**config.mk**
```make
export PLATFORM = sky130hd
export DESIGN_NAME = tshoot_gun_adc
export DESIGN_NICKNAME = d
export VERILOG_FILES = /design/src/rtl/tshoot_gun_pkg.sv /design/src/rtl/tshoot_adc_timer.sv /design/src/rtl/tshoot_gun_adc.sv
export SDC_FILE = /design/constraint.sdc
export NUM_CORES = 1
export LEC_CHECK = 0
export CORE_MARGIN = 5
export CORE_UTILIZATION = 27
export DETAILED_ROUTE_END_ITERATION = 12
export SETUP_SLACK_MARGIN = 0.15
export SLEW_MARGIN = 0
export SYNTH_ARGS = -nofsm -noshare
export SYNTH_HDL_FRONTEND = slang
export SYNTH_SLANG_ARGS = --single-unit
```
**constraint.sdc**
```tcl
create_clock -name clock_12 -period 2.1 [get_ports clock_12]
set_input_delay 0.42 -clock clock_12 [delete_from_list [all_inputs] [get_ports clock_12]]
set_output_delay 0.42 -clock clock_12 [all_outputs]
set_load 0.02 [all_outputs]
```
**src/rtl/tshoot_gun_pkg.sv**
```systemverilog
// Shared types and helpers for the Turkey Shoot gun-position ADC model.
package tshoot_gun_pkg;

  localparam int unsigned GUN_W = 6;
  localparam int unsigned ADC_W = 8;

  typedef enum logic [1:0] {
    IDLE    = 2'd0,
    CONVERT = 2'd1,
    DONE    = 2'd2
  } adc_state_t;

  localparam logic [1:0] CH_H = 2'd0;
  localparam logic [1:0] CH_V = 2'd1;

  // Full-scale stretch: replicating the top bits maps 0 -> 8'h00 and 63 -> 8'hFF.
  function automatic logic [ADC_W-1:0] scale6to8(input logic [GUN_W-1:0] v);
    return {v, v[GUN_W-1 -: 2]};
  endfunction

endpackage

```
**src/rtl/tshoot_adc_timer.sv**
```systemverilog
// Loadable down-counter that stops at zero; paces one ADC conversion.
module tshoot_adc_timer #(
  parameter int unsigned W = 7
) (
  input  logic         i_clk,
  input  logic         i_reset,
  input  logic         i_load,
  input  logic [W-1:0] i_load_val,
  input  logic         i_en,
  output logic         o_zero_c
);

  logic [W-1:0] r_cnt;

  always_ff @(posedge i_clk) begin
    if (i_reset) begin
      r_cnt <= '0;
    end else if (i_load) begin
      r_cnt <= i_load_val;
    end else if (i_en && (r_cnt != '0)) begin
      r_cnt <= r_cnt - W'(1);
    end
  end

  assign o_zero_c = (r_cnt == '0);

endmodule

```
**src/rtl/tshoot_gun_adc.sv**
```systemverilog
// Gun-position analog mux + ADC responder polled by the Williams-2 CPU board.
module tshoot_gun_adc
  import tshoot_gun_pkg::*;
#(
  parameter int unsigned      CONV_CYCLES = 100,
  parameter int unsigned      INVERT_V    = 0,
  parameter logic [ADC_W-1:0] UNUSED_CODE = 8'h80
) (
  input  logic             clock_12,
  input  logic             reset,
  input  logic [GUN_W-1:0] gun_h,
  input  logic [GUN_W-1:0] gun_v,
  input  logic [1:0]       adc_sel,
  input  logic             adc_start,
  input  logic             adc_rd,
  output logic [ADC_W-1:0] adc_data,
  output logic             adc_eoc,
  output logic             adc_busy,
  output logic             adc_irq
);

  localparam int unsigned CNT_W = (CONV_CYCLES > 1) ? $clog2(CONV_CYCLES) : 1;

  adc_state_t       r_state;
  adc_state_t       w_state_nxt;
  logic             w_accept;
  logic             w_done;
  logic             w_zero;
  logic [1:0]       r_sel;
  logic [GUN_W-1:0] r_hold;
  logic [ADC_W-1:0] w_result;
  logic [ADC_W-1:0] r_data;
  logic             r_eoc;
  logic             r_busy;
  logic             r_irq;

  tshoot_adc_timer #(
    .W (CNT_W)
  ) u_timer (
    .i_clk      (clock_12),
    .i_reset    (reset),
    .i_load     (w_accept),
    .i_load_val (CNT_W'(CONV_CYCLES - 1)),
    .i_en       (r_state == CONVERT),
    .o_zero_c   (w_zero)
  );

  always_ff @(posedge clock_12) begin
    if (reset) begin
      r_state <= IDLE;
    end else begin
      r_state <= w_state_nxt;
    end
  end

  // A start is honoured in every state; it also aborts any pending completion.
  always_comb begin
    w_state_nxt = r_state;
    w_accept    = 1'b0;
    w_done      = 1'b0;
    case (r_state)
      IDLE: begin
        if (adc_start) begin
          w_accept    = 1'b1;
          w_state_nxt = CONVERT;
        end
      end
      CONVERT: begin
        if (adc_start) begin
          w_accept = 1'b1;
        end else if (w_zero) begin
          w_done      = 1'b1;
          w_state_nxt = DONE;
        end
      end
      DONE: begin
        if (adc_start) begin
          w_accept    = 1'b1;
          w_state_nxt = CONVERT;
        end else if (adc_rd) begin
          w_state_nxt = IDLE;
        end
      end
      default: w_state_nxt = IDLE;
    endcase
  end

  always_comb begin
    w_result = UNUSED_CODE;
    case (r_sel)
      CH_H:    w_result = scale6to8(r_hold);
      CH_V:    w_result = scale6to8(r_hold) ^ {ADC_W{INVERT_V != 0}};
      default: w_result = UNUSED_CODE;
    endcase
  end

  // Sample-and-hold plus the registered CPU-visible status.
  always_ff @(posedge clock_12) begin
    if (reset) begin
      r_sel  <= CH_H;
      r_hold <= '0;
      r_data <= '0;
      r_eoc  <= 1'b0;
      r_busy <= 1'b0;
      r_irq  <= 1'b0;
    end else begin
      if (w_accept) begin
        r_sel  <= adc_sel;
        r_hold <= (adc_sel == CH_V) ? gun_v : gun_h;
      end
      if (w_done) begin
        r_data <= w_result;
      end
      if (w_done) begin
        r_eoc <= 1'b1;
      end else if (w_accept || ((r_state == DONE) && adc_rd)) begin
        r_eoc <= 1'b0;
      end
      r_busy <= (w_state_nxt == CONVERT);
      r_irq  <= w_done;
    end
  end

  assign adc_data = r_data;
  assign adc_eoc  = r_eoc;
  assign adc_busy = r_busy;
  assign adc_irq  = r_irq;

endmodule
```
### Word-level counts from Yosys, hierarchy flattened

Cells that the tools add are included.

* register bits after elaboration: 28
* bits of input ports: 18
* output and inout port bits: 11
* logic and storage cells: 44

* add/sub/neg operators: 1
* eq/ne operators: 5
* mux-type cells: 17
* reduce and logical (&&, ||, !) cells: 12

Operators with widths (number)
* $mux 7: 2
* $mux 2: 5
* $eq 2x1->1 const B: 4
* $mux 8: 1
* $logic_not 7->1: 1
* $mux 1: 7
* $reduce_bool 7->1: 1
* $sub 7x1->7 const B: 1
* $mux 6: 1
* $pmux 2 s3: 1
* $logic_not 2->1: 2
* $reduce_bool 2->1: 2
* $reduce_or 2->1: 2
* $reduce_or 3->1: 1
* $eq 2x2->1 const B: 1
* $logic_and 1x1->1: 2
* $logic_or 1x1->1: 1

### Longest topological paths before layout

* depth in word-level cells: 6
* gate-level depth with buffers: 7
* gate-level depth less buffers: 6

### Modules after synthesis

Synthesis repeated with hierarchy kept, for this count alone.

* cells, all modules: 137
* area total of the unflattened synthesis: 1268.7 um^2

By module, submodules not included
* tshoot_gun_adc: times used 1, cells each 89, area each 849.6 um^2, sequential area each 380.4 um^2
* tshoot_adc_timer: times used 1, cells each 48, area each 419.2 um^2, sequential area each 140.1 um^2

### Least setup slack after synthesis

No wires, ideal clock.

* kind: reg-to-reg
* from: reg u_timer.r_cnt[0]
* to: reg u_timer.r_cnt[5]
* setup time: 134 ps
* data arrival time: 1609 ps
* required time: 1966 ps
* setup slack: 357 ps
* cell stages (with the launch flop): 8
* path buffers: 1
* period minus slack after synthesis: 1743 ps
* path through: dfxtp_1 > inv_1 > ha_1 > nor2b_1 > clkbuf_1 > a2111oi_0 > and4_1 > a211oi_1

* longest elaborated chain between the ends: 3
* elaborated cells between the ends (all ways): 6
* those cells by class: 1 x add/sub; 2 x mux; 3 x reduce/logical

Ends and longest elaborated chain
* start, declared: line tshoot_adc_timer.sv:13 `logic [W-1:0] r_cnt;`
* start signal, assigned: line tshoot_adc_timer.sv:19 `r_cnt <= i_load_val;`
* start signal, assigned: line tshoot_adc_timer.sv:21 `r_cnt <= r_cnt - W'(1);`
* $sub 7x1->7 or $reduce_bool 7->1 (tied branches): line tshoot_adc_timer.sv:21, tshoot_adc_timer.sv:20
* $mux 7 or $logic_and 1x1->1 (tied branches): line tshoot_adc_timer.sv:20 `end else if (i_en && (r_cnt != '0)) begin`
* $mux 7 or $reduce_bool 2->1 (tied branches)

Several ways; a longest one is shown, not always the timed one. The select of a mux whose other input is x is not followed.
A chain may end at the register's enable or synchronous reset.

### Worst setup path after layout

Ends and elaborated chain as after synthesis.

==> impl_metrics.csv <==
group,metric,value,unit
outcome,status,"finished, final reports clean",
route,first_pass_iters,7,
sta,min_period,1.83,ns
setup_path,cp.depth,6,
grt,gr-max-usage-layer,"met2",
grt,overflow,0,
logic_synthesis,ys_warn_count,0,
setup_path,r2r_cells,6,
sta,hold_ws,0.462,ns
pwr,power_density,715,nW/um2
sta,fin_crit_sh,87.4,%
sta,worstMarginPinSlew,0.522,ns
clock_tree,clk_latency,0.27,ns
clock_tree,clk_pin_slew_worst_paths,0.09,ns
sta,hold_violations,0,
pwr,ir_drop,0.000244,V
setup_path,cp_slowest_stage_delay,0.46,ns
logic_synthesis,synth_nets,153,
placement,dp_hpwl,2120,um
finish,final_util,37.6,%
logic_synthesis,synthArstFlopShare,0,%
logic_synthesis,synth_compound_area_share,16.6,%
finish,drive_above_1_share,9.20,%
setup_path,critPathKind,"flip-flop to flip-flop",
setup_path,crit_fanout,8,
floorplanning,start_util,27.7,%
sta,rsz0062_at_grt,"no",
logic_synthesis,postSynthCellCount,133,
route,post_drt_wl_per_cell,13.4,um
logic_synthesis,synthXorXnorAreaFrac,3.66,%
grt,met2_usage,14.5,%
route,via_per_inst,5.00,
setup_path,required,2.28,ns
clock_tree,root_buffer,"clkbuf_8",
logic_synthesis,yosysTopAreaCell,"dfxtp_1",
clock_tree,clockBufferDepth,2,
logic_synthesis,synthMuxAreaShare,5.02,%
clock_tree,cts_tree,"done",
floorplanning,dieArea,5860,um2
grt,grt_pass1_vias,1009,
logic_synthesis,synth_top_family_by_area,"simple AND/OR/NAND/NOR gates",
setup_path,worst_setup_path_start_kind,"flip-flop",
setup_path,critical_path_buf_inv_count,1,
logic_synthesis,yosys.area_share.simple,25.0,%
setup_path,r2r_start,"u_timer.r_cnt[0]",
route,drt_iter0_drc,149,
finish,antennaDiodeCount,0,
grt,antenna_found_initial,0,
grt,grt_pass1_wl,4620,um
clock_tree,cts_setup_buffers,0,
clock_tree,htreeDepth,1,
setup_path,arrival,2.02,ns
setup_path,rrSetupSlack,0.27,ns
floorplanning,row_count,24,
floorplanning,io_pins,29,
finish,fin_area,1630,um2
placement,place_congestion,0.918,
clock_tree,clock-sinks,26,
placement,port-buffer-count,28,
setup_path,rr_endpoint,"u_timer.r_cnt[5]",
grt,gr-usage-met3,2.36,%
logic_synthesis,yosys-top-cells-area,"dfxtp_1, a21oi_1, nand2_1, mux2i_1, nand3b_1",
pwr,power_leakage,0.000569,uW
sta,clock_skew,0.00162,ns
clock_tree,cts_buffers,3,
finish,fin_nets,184,
sta,drv_slew,0,
setup_path,worstPathCellList,"inv_1 -> ha_1 -> nor2b_2 -> a2111oi_2 -> nand2_1 -> a211oi_1",
logic_synthesis,netlist.area_leader.share,43.5,%
job,cap_violations,0,
grt,grt_max_degree,16,
route,drtAntennaViolNets,0,
placement,place_area,1550,um2
setup_path,crit_slowest_cell,"a2111oi_2",
route,drc,0,
finish,nFillCells,443,
hold_path,hold_class,"flip-flop to flip-flop",
floorplanning,core-area,4320,um2
route,routed_wl,2870,um
logic_synthesis,synth-seq-area-share,43.5,%
sta,fmax,545,MHz
hold_path,min-delay-start,"adc_data[2]",
route,vias,1075,
floorplanning,fp.dieH,76.6,um
grt,use_met1,11.9,%
logic_synthesis,synth_area,1200,um2
setup_path,critical-path-top-delay-family,"compound AO/OA/AOI/OAI gates",
sta,setup_violations,0,
setup_path,endpoint_kind,"flip-flop",
grt,globalRouteTotalUtil,9.38,%
finish,areaGrowthSynthToFinish,35.9,%
hold_path,hold_depth,2,
logic_synthesis,ys_seq_elements,26,
sta,setup-tns-final,0,ns
logic_synthesis,synth_cell_types,32,
logic_synthesis,synth_edf_count,0,
floorplanning,die_x,76.6,um
hold_path,hold_end,"adc_data[2]",
sta,slew_headroom,64.9,%
logic_synthesis,synthAdderAreaFrac,2.09,%
logic_synthesis,avgSynthCellArea,8.99,um2
logic_synthesis,synthFlopType,"dfxtp_1",
[metal layers]
layer  part of all wire [%]  wire length (um)  vias to the layer above
met2                     47              1350                       49
met4                    1.5                42                        0
li1                       -                 -                      534
met1                     43              1240                      486
met3                    8.6               246                        6
met5                      0                 0                        -
[worst max-delay path by stage]
| stage | start | end |
|---|---|---|
| finish | u_timer.r_cnt[0] | u_timer.r_cnt[5] |
| global route | u_timer.r_cnt[1] | adc_data[7] |
| CTS | u_timer.r_cnt[0] | u_timer.r_cnt[5] |
| detailed placement | adc_start | adc_data[3] |
| global placement | adc_start | adc_data[2] |
| floorplan | u_timer.r_cnt[0] | u_timer.r_cnt[5] |
[synthesized netlist by cell type, types with 3 or more instances]
cell type and n:
nor2_1 4, inv_1 4, xnor2_1 4, a21oi_1 14
dfxtp_1 26, nor2b_1 3, nand2_1 18, nand3b_1 7
mux2i_1 6, nor3_1 5, nand2b_1 3, o21ai_0 10
clkbuf_1 4
[cell type report]
| type | count | area [um2] | area share, % |
|---|---|---|---|
| multi-input cells | 96 | 636 | 39.1 |
| flip-flops and latches | 26 | 520 | 32.0 |
| well taps | 52 | 65.1 | 4.00 |
| repair buffers | 33 | 318 | 19.6 |
| clock inverters | 1 | 30.0 | 1.85 |
| clock buffers | 3 | 41.3 | 2.54 |
| inverters | 4 | 15.0 | 0.924 |
[state kept, by name (all words and copies together) (netlist names)]
signal / flops
adc_data: 7
adc_irq: 1
r_hold: 6
adc_eoc: 1
adc_busy: 1
u_timer.r_cnt: 7
r_sel: 1
r_state: 2
[through the flow]
stage	std cells	total power [uW]	worst slack, ns
4_1_cts	215	1170	0.207
5_1_grt	215	1220	0.122
6_report	215	1160	0.265
3_5_place_dp	211	747	0.211
3_3_place_gp	211	742	0.251
2_1_floorplan	133	674	0.357
[tightest hold or removal path, stage by stage (launching register included)]
cell	delay, ns
dfxtp_1	0.32
nand2_1	0.05
a21oi_1	0.05
[cells in the final DEF, fill, tap and decap left out, types with 4 or more instances in the layout]
master,count
mux2i_1,6
clkdlybuf4s50_1,28
nand3b_1,7
nor3_1,5
nand2_1,18
dfxtp_1,26
a21oi_1,14
nor2_1,4
inv_1,4
buf_4,5
xnor2_1,4
o21ai_0,10
[cells by family (layout without fill, tap and decap cells)]
kind of cell	after synthesis	after routing
XOR/XNOR	5	5
multiplexers	6	6
flip-flops	26	26
AND/OR/NAND/NOR	49	49
adder cells (fa/ha/maj)	2	2
AO/OA/AOI/OAI	34	34
buffers and inverters	11	41
[where the power goes]
| part | total (uW) | switching (uW) | internal, uW | leakage, uW |
|---|---|---|---|---|
| clock | 415 | 160 | 255 | 0.0000357 |
| combinational | 199 | 98.9 | 100 | 0.000320 |
| sequential | 549 | 30.0 | 519 | 0.000213 |
[what timing repair did]
item / 4_1_cts / 5_1_grt
endpoints found under the setup margin: 1 / 8
hold buffers: 0 / 0
resized for setup: 1 / 2
endpoints found under the hold margin: 0 / 0
Power figures use the tool's default switching activity.
